--- src/rtl/pid_pkg.sv ---
// Shared types and constants for the PID parameter commit block.
package pid_pkg;

    typedef enum logic [1:0] {
        IDLE,
        RECV,
        CHECK,
        PEND
    } state_t;

    localparam int unsigned KP_MSB = 31;
    localparam int unsigned KP_LSB = 24;
    localparam int unsigned KI_MSB = 23;
    localparam int unsigned KI_LSB = 16;
    localparam int unsigned KD_MSB = 15;
    localparam int unsigned KD_LSB = 8;
    localparam int unsigned SP_MSB = 7;
    localparam int unsigned SP_LSB = 0;

    localparam logic [7:0] PID_DEF_KP = 8'h4A;
    localparam logic [7:0] PID_DEF_KI = 8'h23;
    localparam logic [7:0] PID_DEF_KD = 8'h00;
    localparam logic [7:0] PID_DEF_SP = 8'h10;

    localparam logic [3:0] ERR_MAX = 4'd15;

endpackage

--- src/rtl/sync2.sv ---
// Two-flop synchronizer for a single asynchronous input, with selectable reset level.
module sync2 #(
    parameter logic RST_VAL = 1'b0
) (
    input  logic clk,
    input  logic reset_n,
    input  logic d,
    output logic q
);

    logic meta;

    always_ff @(posedge clk or negedge reset_n) begin
        if (!reset_n) begin
            meta <= RST_VAL;
            q    <= RST_VAL;
        end else begin
            meta <= d;
            q    <= meta;
        end
    end

endmodule

--- src/rtl/pid_param_commit.sv ---
// Validates SPI frames by counting sck edges per CS window, stages good frames,
// and commits them to the PID coefficient registers only on a PID sample strobe.
module pid_param_commit
    import pid_pkg::*;
#(
    parameter int unsigned BITS   = 32,
    parameter logic [7:0]  DEF_KP = PID_DEF_KP,
    parameter logic [7:0]  DEF_KI = PID_DEF_KI,
    parameter logic [7:0]  DEF_KD = PID_DEF_KD,
    parameter logic [7:0]  DEF_SP = PID_DEF_SP
) (
    input  logic            clk,
    input  logic            reset_n,
    input  logic            cs,
    input  logic            sck,
    input  logic [BITS-1:0] frame,
    input  logic            pid_stb,
    output logic [7:0]      kp,
    output logic [7:0]      ki,
    output logic [7:0]      kd,
    output logic [7:0]      sp,
    output logic            param_upd,
    output logic            busy,
    output logic [3:0]      err_cnt
);

    localparam int unsigned   BCW     = $clog2(BITS) + 2;
    localparam logic [BCW-1:0] BC_FULL = BCW'(BITS);
    localparam logic [BCW-1:0] BC_MAX  = BCW'(BITS + 1);

    logic cs_s, sck_s, cs_q, sck_q;
    logic cs_fall, cs_rise, sck_fall;

    state_t         state_q, state_d;
    logic [BCW-1:0] bc;
    logic [31:0]    staging;

    logic bc_clr, bc_inc, stage_ld, commit, err_inc;

    sync2 #(.RST_VAL(1'b1)) u_sync_cs (
        .clk     (clk),
        .reset_n (reset_n),
        .d       (cs),
        .q       (cs_s)
    );

    sync2 #(.RST_VAL(1'b0)) u_sync_sck (
        .clk     (clk),
        .reset_n (reset_n),
        .d       (sck),
        .q       (sck_s)
    );

    always_ff @(posedge clk or negedge reset_n) begin
        if (!reset_n) begin
            cs_q  <= 1'b1;
            sck_q <= 1'b0;
        end else begin
            cs_q  <= cs_s;
            sck_q <= sck_s;
        end
    end

    assign cs_fall  = !cs_s && cs_q;
    assign cs_rise  = cs_s && !cs_q;
    assign sck_fall = !sck_s && sck_q;
    assign busy     = (state_q != IDLE);

    always_ff @(posedge clk or negedge reset_n) begin
        if (!reset_n) begin
            state_q <= IDLE;
        end else begin
            state_q <= state_d;
        end
    end

    always_comb begin
        state_d  = state_q;
        bc_clr   = 1'b0;
        bc_inc   = 1'b0;
        stage_ld = 1'b0;
        commit   = 1'b0;
        err_inc  = 1'b0;
        unique case (state_q)
            IDLE: begin
                if (cs_fall) begin
                    state_d = RECV;
                    bc_clr  = 1'b1;
                end
            end
            RECV: begin
                if (cs_rise) begin
                    state_d = CHECK;
                end else if (sck_fall && !cs_s) begin
                    bc_inc = 1'b1;
                end
            end
            CHECK: begin
                if (bc == BC_FULL) begin
                    stage_ld = 1'b1;
                    state_d  = PEND;
                end else begin
                    err_inc = 1'b1;
                    state_d = IDLE;
                end
            end
            PEND: begin
                // A strobe coinciding with a new frame still commits the staged set first.
                if (pid_stb) begin
                    commit  = 1'b1;
                    state_d = IDLE;
                end
                if (cs_fall) begin
                    bc_clr  = 1'b1;
                    state_d = RECV;
                end
            end
            default: state_d = IDLE;
        endcase
    end

    always_ff @(posedge clk or negedge reset_n) begin
        if (!reset_n) begin
            bc        <= '0;
            staging   <= '0;
            err_cnt   <= '0;
            param_upd <= 1'b0;
            kp        <= DEF_KP;
            ki        <= DEF_KI;
            kd        <= DEF_KD;
            sp        <= DEF_SP;
        end else begin
            param_upd <= commit;
            if (bc_clr) begin
                bc <= '0;
            end else if (bc_inc && (bc != BC_MAX)) begin
                bc <= bc + BCW'(1);
            end
            if (stage_ld) begin
                staging <= frame[31:0];
            end
            if (err_inc && (err_cnt != ERR_MAX)) begin
                err_cnt <= err_cnt + 4'd1;
            end
            if (commit) begin
                kp <= staging[KP_MSB:KP_LSB];
                ki <= staging[KI_MSB:KI_LSB];
                kd <= staging[KD_MSB:KD_LSB];
                sp <= staging[SP_MSB:SP_LSB];
            end
        end
    end

endmodule

--- config.mk ---
export PLATFORM = sky130hd
export DESIGN_NAME = pid_param_commit
export DESIGN_NICKNAME = d
export VERILOG_FILES = /design/src/rtl/pid_pkg.sv /design/src/rtl/sync2.sv /design/src/rtl/pid_param_commit.sv
export SDC_FILE = /design/constraint.sdc
export NUM_CORES = 1
export LEC_CHECK = 0
export CAP_MARGIN = 20
export CORE_MARGIN = 5
export CORE_UTILIZATION = 50
export DETAILED_ROUTE_END_ITERATION = 16
export DONT_BUFFER_PORTS = 1
export PLACE_DENSITY = 0.8
export REMOVE_ABC_BUFFERS = 1
export SYNTH_ARGS = -nofsm -noshare
export SYNTH_HDL_FRONTEND = slang
export SYNTH_SLANG_ARGS = --single-unit
--- constraint.sdc ---
create_clock -name clk -period 1.7 [get_ports clk]
set_clock_uncertainty 0.15 [all_clocks]
set_input_delay 0.17 -clock clk [delete_from_list [all_inputs] [get_ports clk]]
set_output_delay 0.17 -clock clk [all_outputs]
set_load 0.02 [all_outputs]
==> results.py, run 1 <==
metrics = {
    "floorplan": {
        "rows": 30,
        "placeableCoreArea_um2": 6790,
        "dieArea_um2": 8740,
        "fp.dieH_um": 93.5,
        "io_pins": 75,
        "chipWidth_um": 93.5,
        "start_util_pct": 51.3,
    },
    "placement": {
        "placed_area_um2": 3730,
        "place.port_buffers": 0,
        "gp_congestion": 0.815,
        "hpwl_um": 4240,
        "dp_cells": 330,
    },
    "worst_setup_path": {
        "r2r-end": "state_q[0]",
        "worst_setup_path_end_kind": "flop",
        "arrival_ns": 1.87,
        "cpPeakStageDelay_ns": 0.48,
        "ff2ff_setup_slack_ns": -0.09,
        "crit_end": "state_q[0]",
        "reg2reg_depth": 5,
        "startpoint_type": "flop",
        "crit_slowest_cell": "dfrtp_2",
        "critical_path_class": "reg -> reg",
        "critPathLaunch": "state_q[0]",
        "cp_max_fo": 4,
        "required_ns": 1.78,
        "worstReg2RegStart": "state_q[0]",
        "worstPathCellList": "ha_4, nor2b_4, nor4b_4, nor2_4, mux2_4",
    },
    "cts": {
        "path_clk_slew_ns": 0.08,
        "cts_sinks": 84,
        "cts_root_buffer": "clkbuf_8",
        "htreeDepth": 3,
        "hold_buffers": 34,
        "cts_buffer_depth": 2,
        "clock_latency_ns": 0.34,
        "cts_buffers": 9,
        "cts_tree": "yes",
    },
    "grt": {
        "antenna_found_initial": 0,
        "grtUsageTotal_pct": 16.1,
        "grt_overflow": 0,
        "grt_pass1_vias": 2176,
        "grt_pass1_wl_um": 10800,
        "grt_start_max_net_pins": 85,
    },
    "route": {
        "drc": 0,
        "wl_per_cell_um": 17.6,
        "antenna_left": 0,
        "drt_wl_total_um": 6830,
        "vias_per_cell": 5.07,
        "drt_iter0_drc": 72,
        "vias": 1962,
        "drt_first_pass_iters": 3,
    },
    "finish": {
        "areaGrowthSynthToFinish_pct": 30.0,
        "num_antenna_cells": 0,
        "fin_area_um2": 4530,
        "drive_gt1_share_pct": 49.1,
        "fin_nets": 331,
        "final_cells": 387,
    },
    "pwr": {
        "power.density_nw_per_um2": 1540,
        "vdd_drop_max_v": 0.000977,
        "power_leakage_nw": 2.07,
    },
    "status": {
        "status": "finished, violations left",
        "violations": "hold timing, setup timing",
    },
    "synth": {
        "yosysTopAreaCellShare_pct": 53.2,
        "synth_area_per_cell_um2": 15.7,
        "synth_area_um2": 3480,
        "netlist_instances": 222,
        "synth_compound_area_share_pct": 1.36,
        "synthAdderAreaFrac_pct": 2.87,
        "synth-simple-area-share_pct": 5.64,
        "ys_ff_latch": 84,
        "yosys.area.top_type": "dfrtp_1",
        "ys.flop_type": "dfrtp_1",
        "async_flop_share_pct": 100,
        "synth_top_family_by_area": "multiplexers",
        "ys_types": 32,
        "seq_area_frac_synth_pct": 60.7,
        "yosysWarningCount": 0,
        "synth.top_cells.by_area": "dfrtp_1, mux2_4, mux2_2, dfstp_2, ha_1",
        "synth_xor_xnor_area_share_pct": 2.01,
        "synth_edf_count": 0,
        "synthMuxAreaShare_pct": 25.0,
    },
    "sta": {
        "fin_ws_ns": -0.0897,
        "setup_viol": 44,
        "worstMarginPinSlew_ns": 0.326,
        "slew_violations": 0,
        "slew_headroom_pct": 78.2,
        "hold_viol": 84,
        "timing.hold.ws_ns": -0.637,
        "period_share_pct": 105,
        "period_needed_ns": 1.79,
        "fin_tns_setup_ns": -2.47,
        "rsz0062_at_grt": "true",
        "max_freq_ghz": 0.559,
    },
    "job": {
        "timing.max_cap.violations": 0,
    },
    "hold_path": {
        "hp-class": "in -> async",
    },
}
==> sequential cells by signal (all words and copies together) (netlist names), 2 cells and up <==
signal,flops
staging,32
kd,8
ki,8
kp,8
sp,8
bc,7
err_cnt,4
state_q,2
==> logic make-up after synthesis <==
kind of cell,count (synthesis)
flip-flops,84
AND/OR/NAND/NOR,31
adder cells (fa/ha/maj),8
AO/OA/AOI/OAI,7
XOR/XNOR,8
buffers and inverters,16
multiplexers,68
==> worst min-delay path by stage <==
stage               startpoint          to  slack (ns)  depth (start not counted)
finish                 reset_n  err_cnt[1]       -0.64                          0
global route           reset_n       ki[4]       -0.67                          0
CTS                    reset_n       ki[4]       -0.66                          0
detailed placement     reset_n  err_cnt[1]       -0.27                          0
global placement       reset_n  err_cnt[2]       -0.27                          0
floorplan              reset_n       bc[0]       -0.28                          0
==> power breakdown <==
| part | total [mW] | internal [mW] | leakage, nW | switching (mW) |
|---|---|---|---|---|
| combinational | 1.86 | 1.08 | 0.962 | 0.776 |
| clock | 1.61 | 0.881 | 0.113 | 0.729 |
| sequential | 3.50 | 2.60 | 0.991 | 0.896 |
==> final cells by class <==
cell class	count	area [um2]
sequential	84	2120
clock buffer	10	138
fill	471	2260
multi-input combinational	122	1460
inverter	10	40.0
timing repair buffer	59	566
clock inverter	6	93.8
tap	96	120
==> routing by layer <==
metal / up-vias / share of wire, % / GRT usage (%)
met4: 0 / 2.0 / 7.33
li1: 901 / - / -
met1: 987 / 40 / 19.1
met3: 13 / 7.7 / 5.95
met5: - / 0 / 0
met2: 61 / 50 / 26.1
==> critical path: cells and delay by family, from the launching register on <==
| kind | cells | cell delay (ns) |
|---|---|---|
| flip-flops | 1 | 0.48 |
| multiplexers | 1 | 0.30 |
| adder cells (fa/ha/maj) | 1 | 0.18 |
| AND/OR/NAND/NOR | 3 | 0.57 |
==> metrics by stage <==
step	hold slack [ns]	utilization [%]	power (mW)	setup slack (ns)
6_report	-0.637	66.7	6.97	-0.0897
5_1_grt	-0.670	66.7	7.35	-0.157
4_1_cts	-0.659	64.6	6.73	-0.0956
3_5_place_dp	-0.273	54.9	4.90	-0.132
3_3_place_gp	-0.272	54.9	4.79	-0.0771
2_1_floorplan	-0.276	-	4.40	-0.442
==> cells in the mapped netlist (2+ instances only) <==
| master | count |
|---|---|
| mux2_2 | 37 |
| nand4_1 | 2 |
| ha_1 | 8 |
| inv_1 | 10 |
| buf_6 | 3 |
| nand3_1 | 2 |
| nand2_1 | 4 |
| xnor2_1 | 5 |
| dfrtp_1 | 74 |
| nor2_1 | 11 |
| nor2b_1 | 2 |
| buf_1 | 3 |
| dfstp_2 | 10 |
| a21oi_1 | 2 |
| xor2_1 | 3 |
| mux2_4 | 29 |
| mux2i_1 | 2 |
==> layout by cell type, fill, tap and decap left out, types with 4 or more instances in the layout <==
cell type / n
dfrtp_1: 72
nor2_1: 9
inv_1: 8
clkbuf_8: 10
xnor2_1: 5
buf_4: 22
dfstp_2: 10
dlygate4sd3_1: 34
mux2_4: 31
mux2_2: 35
ha_4: 4
==> timing repair <==
item / in CTS / in global routing
endpoints found under the hold margin: 118 / 84
endpoints found under the setup margin: 41 / 44
resized for setup: 16 / 21
setup buffers: 2 / 5
pin swaps: 7 / 14
No activity file was read; power rests on OpenSTA's default activity.
==> inputs of run 2 (changes only) <==
--- a/config.mk
+++ b/config.mk
@@ -5,12 +5,11 @@
 export SDC_FILE = /design/constraint.sdc
 export NUM_CORES = 1
 export LEC_CHECK = 0
-export CAP_MARGIN = 20
 export CORE_MARGIN = 5
-export CORE_UTILIZATION = 50
+export CORE_UTILIZATION = 40
 export DETAILED_ROUTE_END_ITERATION = 16
 export DONT_BUFFER_PORTS = 1
-export PLACE_DENSITY = 0.8
+export PLACE_DENSITY = 0.68
 export REMOVE_ABC_BUFFERS = 1
 export SYNTH_ARGS = -nofsm -noshare
 export SYNTH_HDL_FRONTEND = slang
==> constraint.sdc (replaced) <==
create_clock -name clk -period 1.7 [get_ports clk]
set_clock_uncertainty 0.15 [all_clocks]
set_input_delay 0.17 -clock clk [delete_from_list [all_inputs] [get_ports clk]]
set_output_delay 0.17 -clock clk [all_outputs]
set_load 0.05 [all_outputs]
==> run 2 against run 1 <==
  * The flow still finishes with violations (hold timing, setup timing)
  * Via count is 6.1% higher
  * Total power is 22% higher
  * Non-clock buffer count is 27 higher
  * Final cell count is 10% higher
  * Sequential share of layout area is 2.2 points lower
  * Sequential power is 6.0% lower
  * Final area is 4.9% higher
  * Critical endpoint is now err_cnt[1]
  * Largest power group is now combinational cells
==> results.py, run 2 (same netlist as run 1, synthesis figures left out) <==
metrics = {
    "placement": {
        "gp_congestion": 0.808,
        "placed_area_um2": 3950,
        "hpwl_um": 4310,
        "place.port_buffers": 0,
        "dp_cells": 369,
        "dp_slack_ns": -0.138,
    },
    "finish": {
        "final_cells": 426,
        "largest_reg_flops": 32,
        "areaGrowthSynthToFinish_pct": 36.5,
        "fillers": 712,
        "final_common_cell": "dfrtp_1",
        "layout_common_cells": "dfrtp_1, buf_4, mux2_2, dlygate4sd3_1, mux2_4",
        "num_antenna_cells": 0,
        "multiInputGateArea_um2": 1450,
        "post-route-util_pct": 55.3,
        "fin_area_um2": 4750,
        "fin_nets": 358,
        "top_register": "staging",
        "drive_gt1_share_pct": 52.8,
        "seqCellArea_um2": 2120,
    },
    "route": {
        "drt_wl_total_um": 7020,
        "drc": 0,
        "vias": 2082,
        "drt_iter0_drc": 47,
        "drt_first_pass_iters": 4,
        "antenna_left": 0,
        "wl_per_cell_um": 16.5,
        "vias_per_cell": 4.89,
    },
    "worst_setup_path": {
        "required_ns": 1.79,
        "startpoint_type": "flop",
        "reg2reg_depth": 4,
        "cp_max_fo": 4,
        "critical_path_class": "reg -> reg",
        "arrival_ns": 1.85,
        "worst_setup_path_end_kind": "flop",
    },
    "cts": {
        "cts_tree": "yes",
        "cts_buffers": 9,
        "htreeDepth": 3,
        "cts_buffer_depth": 2,
        "hold_buffers": 34,
        "cts_root_buffer": "clkbuf_8",
        "clock_latency_ns": 0.35,
        "cts_sinks": 84,
        "path_clk_slew_ns": 0.08,
    },
    "status": {
        "status": "finished, violations left",
        "violations": "hold timing, setup timing",
    },
    "sta": {
        "fin_ws_ns": -0.0652,
        "rsz0062_at_grt": "true",
        "slew_violations": 0,
        "period_share_pct": 104,
        "max_freq_ghz": 0.567,
        "period_needed_ns": 1.77,
        "hold_viol": 84,
        "setup_viol": 26,
        "timing.hold.ws_ns": -0.641,
        "fin_tns_setup_ns": -0.769,
        "worstMarginPinSlew_ns": 0.471,
        "slew_headroom_pct": 68.6,
    },
    "pwr": {
        "comb_power_share_pct": 42.1,
        "power.share.switching_pct": 41.4,
        "internal-power_mw": 4.96,
        "total_power_mw": 8.48,
        "power_switching_mw": 3.51,
        "power_leakage_nw": 2.22,
        "clkPwrFrac_pct": 19.1,
        "vdd_drop_max_v": 0.000852,
        "power_frac_seq_pct": 38.8,
        "power.density_nw_per_um2": 1780,
    },
    "floorplan": {
        "placeableCoreArea_um2": 8590,
        "start_util_pct": 40.5,
        "fp.dieH_um": 103,
        "rows": 34,
        "io_pins": 75,
        "chipWidth_um": 103,
        "dieArea_um2": 10700,
    },
    "grt": {
        "grt_pass1_wl_um": 10800,
        "antenna_found_initial": 0,
        "grt_overflow": 0,
        "grt_pass1_vias": 2305,
        "grt_start_max_net_pins": 85,
        "grtUsageTotal_pct": 13.4,
    },
    "hold_path": {
        "hp-class": "in -> async",
    },
    "job": {
        "timing.max_cap.violations": 0,
    },
}
[run 2: repair_timing]
action,4_1_cts,5_1_grt
pin swaps,3,13
buffers inserted,3,5
hold endpoints to repair,118,84
gates resized for setup,13,24
gates cloned,0,0
setup endpoints to repair,38,51
[run 2: layout make-up]
cell class	count	share of cell area, %
Inverter	10	0.790
Clock inverter	6	1.97
Clock buffer	10	2.90
Tap cell	108	2.84
Timing Repair Buffer	86	16.4
Multi-Input combinational cell	122	30.6
Sequential cell	84	44.5
[run 2: routing by layer]
layer	track usage, %	up-vias	part of all wire (%)
met5	0	-	0
met4	5.78	0	2.0
met3	4.36	11	6.5
met2	22.7	65	51
met1	15.5	1056	40
li1	-	950	-
[run 2: power groups by stage]
stage / clock network [mW] / registers (mW) / logic (mW)
floorplan: 0 / 4.48 / 0.973
global placement: 0 / 3.28 / 3.06
detailed placement: 0 / 3.32 / 3.11
CTS: 1.68 / 3.28 / 3.31
global route: 1.76 / 3.36 / 3.78
finish: 1.62 / 3.29 / 3.57
[run 2: worst paths after layout]
path	slack [ns]	end	from
max	-0.07	err_cnt[1]	bc[3]
min	-0.64	staging[14]	reset_n
max reg2reg	-0.07	err_cnt[1]	bc[3]
min reg2reg	0.22	u_sync_sck.q	u_sync_sck.meta
max in group asynchronous	1.81	kp[6]	reset_n
min in group clk	0.08	state_q[1]	pid_stb
[run 2: critical path: stages (launching register included)]
cell,delay [ns]
dfrtp_1,0.41
nor4b_4,0.35
buf_4,0.17
a311o_1,0.25
mux2_4,0.32
==> inputs of run 3 (changes only) <==
--- a/config.mk
+++ b/config.mk
@@ -11,6 +11,7 @@
 export DONT_BUFFER_PORTS = 1
 export PLACE_DENSITY = 0.68
 export REMOVE_ABC_BUFFERS = 1
+export SKIP_LAST_GASP = 1
 export SYNTH_ARGS = -nofsm -noshare
 export SYNTH_HDL_FRONTEND = slang
 export SYNTH_SLANG_ARGS = --single-unit
==> run 3 against run 2 <==
  * The flow still finishes with violations (hold timing, setup timing)
  * Clock power hardly changed
  * Critical path depth stayed put
  * Final area is 0.71% lower
  * Highest routed layer unchanged
==> results.py, run 3 (same netlist as run 1, synthesis figures left out) <==
metrics = {
    "floorplan": {
        "io_pins": 75,
        "chipWidth_um": 103,
        "rows": 34,
        "placeableCoreArea_um2": 8590,
        "dieArea_um2": 10700,
        "start_util_pct": 40.5,
        "fp.dieH_um": 103,
    },
    "cts": {
        "cts_sinks": 84,
        "hold_buffers": 34,
        "cts_buffers": 9,
        "cts_tree": "yes",
        "path_clk_slew_ns": 0.08,
        "htreeDepth": 3,
        "cts_root_buffer": "clkbuf_8",
        "cts_buffer_depth": 2,
        "clock_latency_ns": 0.35,
    },
    "finish": {
        "largest_reg_flops": 32,
        "areaGrowthSynthToFinish_pct": 35.5,
        "fin_nets": 358,
        "top_register": "staging",
        "fillers": 720,
        "drive_gt1_share_pct": 52.2,
        "multiInputGateArea_um2": 1420,
        "layout_common_cells": "dfrtp_1, buf_4, mux2_2, dlygate4sd3_1, mux2_4",
        "post-route-util_pct": 54.9,
        "seqCellArea_um2": 2120,
        "final_common_cell": "dfrtp_1",
        "num_antenna_cells": 0,
        "final_cells": 426,
    },
    "worst_setup_path": {
        "required_ns": 1.79,
        "arrival_ns": 1.86,
        "critical_path_class": "reg -> reg",
        "startpoint_type": "flop",
        "worst_setup_path_end_kind": "flop",
        "crit_slowest_cell": "dfrtp_1",
        "worstPathCellList": "nor4b_4, buf_4, a311o_1, mux2_4",
        "cpPeakStageDelay_ns": 0.42,
        "cp_max_fo": 4,
    },
    "grt": {
        "grt_pass1_wl_um": 10800,
        "grt_pass1_vias": 2298,
        "grtUsageTotal_pct": 13.4,
        "grt_start_max_net_pins": 85,
        "grt_overflow": 0,
        "antenna_found_initial": 0,
    },
    "pwr": {
        "power.density_nw_per_um2": 1790,
        "total_power_mw": 8.46,
        "vdd_drop_max_v": 0.000852,
        "power_leakage_nw": 2.20,
    },
    "sta": {
        "max_freq_ghz": 0.564,
        "slew_headroom_pct": 68.6,
        "period_needed_ns": 1.77,
        "rsz0062_at_grt": "true",
        "hold_viol": 84,
        "slew_violations": 0,
        "setup_viol": 27,
        "worstMarginPinSlew_ns": 0.470,
        "fin_ws_ns": -0.0738,
        "timing.hold.ws_ns": -0.641,
        "period_share_pct": 104,
    },
    "route": {
        "wl_per_cell_um": 16.6,
        "drt_iter0_drc": 55,
        "drt_wl_total_um": 7070,
        "vias": 2062,
        "drt_first_pass_iters": 3,
        "drc": 0,
        "antenna_left": 0,
        "vias_per_cell": 4.84,
    },
    "status": {
        "violations": "hold timing, setup timing",
        "status": "finished, violations left",
    },
    "hold_path": {
        "hp-class": "in -> async",
    },
    "placement": {
        "hpwl_um": 4310,
        "place.port_buffers": 0,
        "dp_cells": 369,
        "gp_congestion": 0.808,
    },
    "job": {
        "timing.max_cap.violations": 0,
    },
}
==> run 3: what timing repair did <==
action / 4_1_cts / 5_1_grt
endpoints found under the setup margin: 38 / 51
gates cloned: 0 / 0
hold endpoints to repair: 118 / 84
pin swaps: 3 / 8
buffers inserted: 3 / 5
gates resized for setup: 10 / 22
==> run 3: area by class of cell <==
cell class / count / area share (%)
timing repair buffer: 86 / 16.5
sequential: 84 / 44.8
clock inverter: 6 / 1.99
clock buffer: 10 / 2.92
inverter: 10 / 0.795
tap: 108 / 2.86
multi-input combinational: 122 / 30.1
==> run 3: stage by stage <==
stage / setup TNS [ns] / setup WS (ns) / instance area, um2 / hold slack (ns)
2_1_floorplan: -25.11 / -0.442 / 3440 / -0.276
3_3_place_gp: -0.113 / -0.0463 / 3950 / -0.273
3_5_place_dp: -1.02 / -0.138 / 3950 / -0.273
4_1_cts: -1.59 / -0.0850 / 4590 / -0.670
5_1_grt: -3.30 / -0.130 / 4720 / -0.678
6_report: -0.932 / -0.0738 / 4720 / -0.641
==> run 3: report_power, final <==
| group | switching (mW) | internal [mW] | total [mW] |
|---|---|---|---|
| Sequential | 0.675 | 2.61 | 3.28 |
| Clock | 0.739 | 0.881 | 1.62 |
| Combinational | 2.09 | 1.47 | 3.56 |
| Total | 3.50 | 4.95 | 8.46 |
==> run 3: critical path, delay by kind of cell, from the launching register on <==
family	cells	cell delay (ns)
DFF	1	0.42
AOI/OAI and AO/OA	1	0.25
buffers and inverters	1	0.17
and+or+nand+nor	1	0.36
muxes	1	0.32
==> run 3: worst paths after layout <==
path	slack, ns	cells past startpoint	endpoint	startpoint
setup / recovery	-0.07	4	err_cnt[1]	bc[6]
min in group clk	0.09	4	state_q[1]	pid_stb
hold / removal	-0.64	0	staging[14]	reset_n
max in group asynchronous	1.81	0	kp[6]	reset_n
setup reg to reg	-0.07	4	err_cnt[1]	bc[6]
hold reg to reg	0.22	0	u_sync_sck.q	u_sync_sck.meta
==> run 3: layer usage <==
layer,share of wire [%],track usage [%],wire length (um)
met4,1.7,5.78,120
met5,0,0,0
met1,40,15.5,2850
met2,52,22.6,3660
met3,6.1,4.36,430
